**src/rtl/bus_read_ctrl_pkg.sv**
```systemverilog
// Shared bus package: read-sequencer state encoding and default bus widths
// (also used by the downstream holding buffer stage).
package bus_read_ctrl_pkg;

  localparam int BUS_DATA_W = 16;
  localparam int BUS_ADDR_W = 16;

  typedef enum logic [1:0] {
    ST_IDLE  = 2'd0,
    ST_ISSUE = 2'd1,
    ST_WRITE = 2'd2
  } bus_rd_state_e;

endpackage

```
**src/rtl/bus_read_ctrl.sv**
```systemverilog
// Single-outstanding bus read sequencer feeding the holding buffer stage.
// Optional ISSUE-phase abort is enabled by defining BUS_READ_TIMEOUT_EN.
module bus_read_ctrl
  import bus_read_ctrl_pkg::*;
#(
  parameter int WIDTH      = BUS_DATA_W,
  parameter int ADDR_WIDTH = BUS_ADDR_W,
  parameter int TIMEOUT    = 15
) (
  input  logic                  clk,
  input  logic                  rst,
  input  logic                  cpu_req,
  input  logic [ADDR_WIDTH-1:0] cpu_addr,
  output logic                  cpu_ready,
  output logic                  cpu_done,
  output logic                  cpu_err,
  output logic                  bus_rd,
  output logic [ADDR_WIDTH-1:0] bus_addr,
  input  logic                  bus_ack,
  input  logic [WIDTH-1:0]      bus_rdata,
  output logic                  buf_we,
  output logic [WIDTH-1:0]      buf_din
);

  // Count value on the last ISSUE cycle that may still be waited out.
  localparam logic [7:0] TMO_LAST = 8'(TIMEOUT - 1);

  bus_rd_state_e         r_state;
  logic [ADDR_WIDTH-1:0] r_bus_addr;
  logic [WIDTH-1:0]      r_buf_din;
  logic                  r_cpu_ready;
  logic                  r_bus_rd;
  logic                  r_buf_we;
  logic                  r_cpu_done;
`ifdef BUS_READ_TIMEOUT_EN
  logic [7:0]            r_tmo_cnt;
  logic                  r_cpu_err;
`else
  logic                  w_unused_tmo;
`endif

  always_ff @(posedge clk) begin
    if (rst) begin
      r_state     <= ST_IDLE;
      r_bus_addr  <= '0;
      r_buf_din   <= '0;
      r_cpu_ready <= 1'b1;
      r_bus_rd    <= 1'b0;
      r_buf_we    <= 1'b0;
      r_cpu_done  <= 1'b0;
`ifdef BUS_READ_TIMEOUT_EN
      r_tmo_cnt   <= 8'd0;
      r_cpu_err   <= 1'b0;
`endif
    end else begin
      r_buf_we   <= 1'b0;
      r_cpu_done <= 1'b0;
`ifdef BUS_READ_TIMEOUT_EN
      r_cpu_err  <= 1'b0;
`endif
      case (r_state)
        ST_IDLE: begin
          if (cpu_req) begin
            r_bus_addr  <= cpu_addr;
            r_state     <= ST_ISSUE;
            r_cpu_ready <= 1'b0;
            r_bus_rd    <= 1'b1;
`ifdef BUS_READ_TIMEOUT_EN
            r_tmo_cnt   <= 8'd0;
`endif
          end
        end
        ST_ISSUE: begin
          // An ack always beats a simultaneous timeout.
          if (bus_ack) begin
            r_buf_din  <= bus_rdata;
            r_state    <= ST_WRITE;
            r_bus_rd   <= 1'b0;
            r_buf_we   <= 1'b1;
            r_cpu_done <= 1'b1;
          end
`ifdef BUS_READ_TIMEOUT_EN
          else if (r_tmo_cnt == TMO_LAST) begin
            r_state     <= ST_IDLE;
            r_bus_rd    <= 1'b0;
            r_cpu_ready <= 1'b1;
            r_cpu_err   <= 1'b1;
          end else begin
            r_tmo_cnt <= r_tmo_cnt + 8'd1;
          end
`endif
        end
        ST_WRITE: begin
          r_state     <= ST_IDLE;
          r_cpu_ready <= 1'b1;
        end
        default: begin
          r_state     <= ST_IDLE;
          r_cpu_ready <= 1'b1;
          r_bus_rd    <= 1'b0;
        end
      endcase
    end
  end

`ifdef BUS_READ_TIMEOUT_EN
  assign cpu_err = r_cpu_err;
`else
  assign cpu_err      = 1'b0;
  assign w_unused_tmo = ^TMO_LAST;
`endif

  assign cpu_ready = r_cpu_ready;
  assign cpu_done  = r_cpu_done;
  assign bus_rd    = r_bus_rd;
  assign bus_addr  = r_bus_addr;
  assign buf_we    = r_buf_we;
  assign buf_din   = r_buf_din;

endmodule
```
**config.mk**
```make
export PLATFORM = sky130hd
export DESIGN_NAME = bus_read_ctrl
export DESIGN_NICKNAME = d
export VERILOG_FILES = /design/src/rtl/bus_read_ctrl_pkg.sv /design/src/rtl/bus_read_ctrl.sv
export SDC_FILE = /design/constraint.sdc
export NUM_CORES = 1
export LEC_CHECK = 0
export ABC_AREA = 1
export BUFFER_PORTS_ARGS = -buffer_cell sky130_fd_sc_hd__buf_2
export CAP_MARGIN = 40
export CELL_PAD_IN_SITES_DETAIL_PLACEMENT = 0
export CELL_PAD_IN_SITES_GLOBAL_PLACEMENT = 1
export CORE_MARGIN = 2
export CORE_UTILIZATION = 29
export CTS_BUF_LIST = sky130_fd_sc_hd__clkbuf_4
export CTS_CLUSTER_SIZE = 14
export DETAILED_ROUTE_END_ITERATION = 8
export PLACE_DENSITY_LB_ADDON = 0.1
export SYNTH_ARGS = -nofsm -noshare
export SYNTH_HDL_FRONTEND = slang
export SYNTH_SLANG_ARGS = --single-unit
```
**constraint.sdc**
```tcl
create_clock -name clk -period 1 [get_ports clk]
set_input_delay 0.1 -clock clk [delete_from_list [all_inputs] [get_ports clk]]
set_output_delay 0.1 -clock clk [all_outputs]
set_load 0.05 [all_outputs]
```
==> flow_summary.yaml <==
status:
  status: "finished, violations left"
  violations: "setup timing"
yosys:
  syn-num-nets: 264
  yosysWarnings: 0
  ys_seq_area_frac: 0.4672
  ys_types: 15
  synth_seq_cells: 37
  avgSynthCellArea_sq_um: 6.953
  synth_area_sq_um: 1585
  synthCells: 228
sta:
  drv_slew: 0
  setup_viol: 8
  finalHoldViolations: 0
  clock_skew_ns: 0.01159
  fin_ws_ns: -0.02249
  rsz0062_at_grt: "yes"
  max_freq_ghz: 0.9780
  period_share: 1.022
  min_period_ns: 1.022
floorplan:
  die-area_sq_um: 6074
  fp.dieH_um: 77.94
  die_w_um: 77.94
  initial_core_util: 0.3046
  ioPinCount: 73
  core_sq_um: 5205
  rows: 26
cells_and_area:
  areaGrowthSynthToFinish_pct: 68.82
  drive_gt1_frac: 0.4286
  layout_commonest_cell: "nand2_1"
  layout_common_cells: "50 x nand2_1, 49 x nor2_1, 35 x buf_2"
  nets: 357
  stdcell_count: 392
  diodes: 0
  final.fill_count: 517
pwr:
  p_int_uw: 2418
  vdd_drop_max_v: 0.0004931
  pwr-share-comb: 0.344
  power.switching_uw: 1303
  swShare: 0.3502
  powerDensity_nw_per_um2: 1390
  p_leak_uw: 0.001380
  p_clk_frac: 0.200
  seqPwrFrac: 0.456
drt:
  drcViolationCount: 0
  finalWirelength_mm: 3.870
  vias_per_cell: 4.000
  drtIter0Drc: 31
  firstDrtPassIters: 4
  drt-wirelength-per-cell_um: 9.872
  num_vias: 1568
  ant_nets: 0
min_path:
  hold_path_end: "bus_addr[8]$_SDFFE_PP0P_"
  min_from: "cpu_addr[8]"
  hold_path.class: "in -> reg"
  holdPathStages: 5
place:
  gp_congestion: 0.6488
  pre_cts_ws_ns: -0.03297
  placed_cells: 362
  dpl.hpwl_mm: 2.394
  port_buffers: 71
critical_path:
  r2r_end: "bus_addr[15]$_SDFFE_PP0P_"
  worstPathRequired_ns: 1.24
  worst_setup_path_start_kind: "flip-flop"
  end_kind: "flip-flop"
  r2r_cells: 6
  critPathSlowestCell: "dfxtp_4"
  cp_num_buf_inv: 2
  crit_fanout: 5
  cp_cell_sequence: "nor2_4 -> buf_6 -> clkbuf_16 -> nand3_1 -> nand2_1 -> nor2_1"
  critPathMaxStageDelay_ns: 0.38
  r2r_start: "r_state[1]$_SDFFE_PP0P_"
  worst-r2r-setup-slack_ns: -0.02
  critPathTopFamily: "flip-flops"
  worstSetupPathType: "reg -> reg"
  worstPathArrival_ns: 1.27
global_route:
  antenna_found_initial: 0
  grt_max_degree: 36
  grt_pass1_wl_mm: 6.154
  grt_pass1_vias: 1404
  grtUsageTotal: 0.1260
  overflow: 0
clocking:
  clk_latency_ns: 0.34
  clock-sinks: 37
  cts.path.max_buffers: 2
  cts.htree.levels: 2
  cts_tree: "built"
  cts_root_buf: "clkbuf_4"
  cts_buffers: 5
  clk_pin_slew_ns: 0.12
job:
  maxCapViolCount: 0
==> stage by stage <==
stage	instance area, sq um	power, uW	hold WS (ns)	utilization	setup TNS (ns)
floorplan	1585	2418	0.1724	-	0
global placement	2021	2667	0.2987	0.3882	-0.2266
detailed placement	2021	2670	0.3016	0.3882	-0.3428
CTS	2449	3644	0.04233	0.4704	-0.1078
global route	2676	3958	0.03761	0.5142	-1.301
finish	2676	3720	0.05810	0.5142	-0.06867
==> timing repair <==
action | in CTS | in global routing
pin swaps | 0 | 8
resized for setup | 76 | 58
cloned | 0 | 2
setup buffers | 0 | 3
endpoints found under the hold margin | 18 | 0
hold buffers | 17 | 0
setup endpoints to repair | 59 | 60
==> cells in the mapped netlist, drive strengths merged <==
| library cell | n | share of area |
|---|---|---|
| clkbuf | 1 | 0.0024 |
| dfxtp | 37 | 0.47 |
| nand2 | 51 | 0.12 |
| buf | 14 | 0.072 |
| a21oi | 18 | 0.057 |
| clkinv | 1 | 0.0024 |
| conb | 1 | 0.0024 |
| inv | 33 | 0.078 |
| nor2 | 53 | 0.13 |
| o21ai | 2 | 0.0063 |
| nand3 | 17 | 0.062 |
==> worst max-delay path by stage <==
stage,to,cells after the start,from,slack (ns)
floorplan,cpu_done,1,cpu_done$_SDFF_PP0_,0.006
global placement,buf_din[14]$_SDFFE_PP0P_,6,r_state[1]$_SDFFE_PP0P_,-0.02
detailed placement,buf_din[14]$_SDFFE_PP0P_,6,r_state[1]$_SDFFE_PP0P_,-0.03
CTS,cpu_done,1,cpu_done$_SDFF_PP0_,-0.05
global route,bus_addr[1]$_SDFFE_PP0P_,6,r_state[1]$_SDFFE_PP0P_,-0.07
finish,bus_addr[15]$_SDFFE_PP0P_,6,r_state[1]$_SDFFE_PP0P_,-0.02
==> worst register-to-register path, delay by kind of cell (launching register included) <==
kind / cells / cell delay [ns]
DFF: 1 / 0.38
and+or+nand+nor: 4 / 0.29
buffers and inverters: 2 / 0.28
==> state kept, by name (all words and copies together) (netlist names) <==
name       cells
r_state        2
cpu_done       1
cpu_ready      1
buf_din       16
bus_addr      16
bus_rd         1
==> layout make-up <==
cell class	count	area, sq um	area share
Clock buffer	5	37.54	0.01403
Clock inverter	3	12.51	0.004675
Inverter	34	127.6	0.04769
Multi-Input combinational cell	142	644.4	0.2408
Sequential cell	37	788.3	0.2945
Tap cell	70	87.58	0.03273
Timing Repair Buffer	101	978.4	0.3656
==> layer usage <==
layer / track usage / wire length (um)
met1: 0.1448 / 1714
met3: 0.04651 / 281
met4: 0.04737 / 56
met5: 0 / 0
met2: 0.2129 / 1817
==> power groups by stage <==
stage / clock network (uW) / logic [uW] / registers [uW]
final: 744 / 1280 / 1700
after global routing: 867 / 1380 / 1710
after CTS: 808 / 1150 / 1680
after detailed placement: 0 / 988 / 1680
after global placement: 0 / 984 / 1680
after floorplan: 0 / 352 / 2070
==> logic make-up (layout without fill, tap and decap cells) <==
kind of cell | Yosys count | count (layout) | share of synthesized area
AOI/OAI and AO/OA | 20 | 20 | 0.06314
buffers and inverters | 49 | 143 | 0.1547
DFF | 37 | 37 | 0.4672
other | 1 | 1 | 0.002366
and+or+nand+nor | 121 | 121 | 0.3126
No activity file was read; power rests on OpenSTA's default activity.
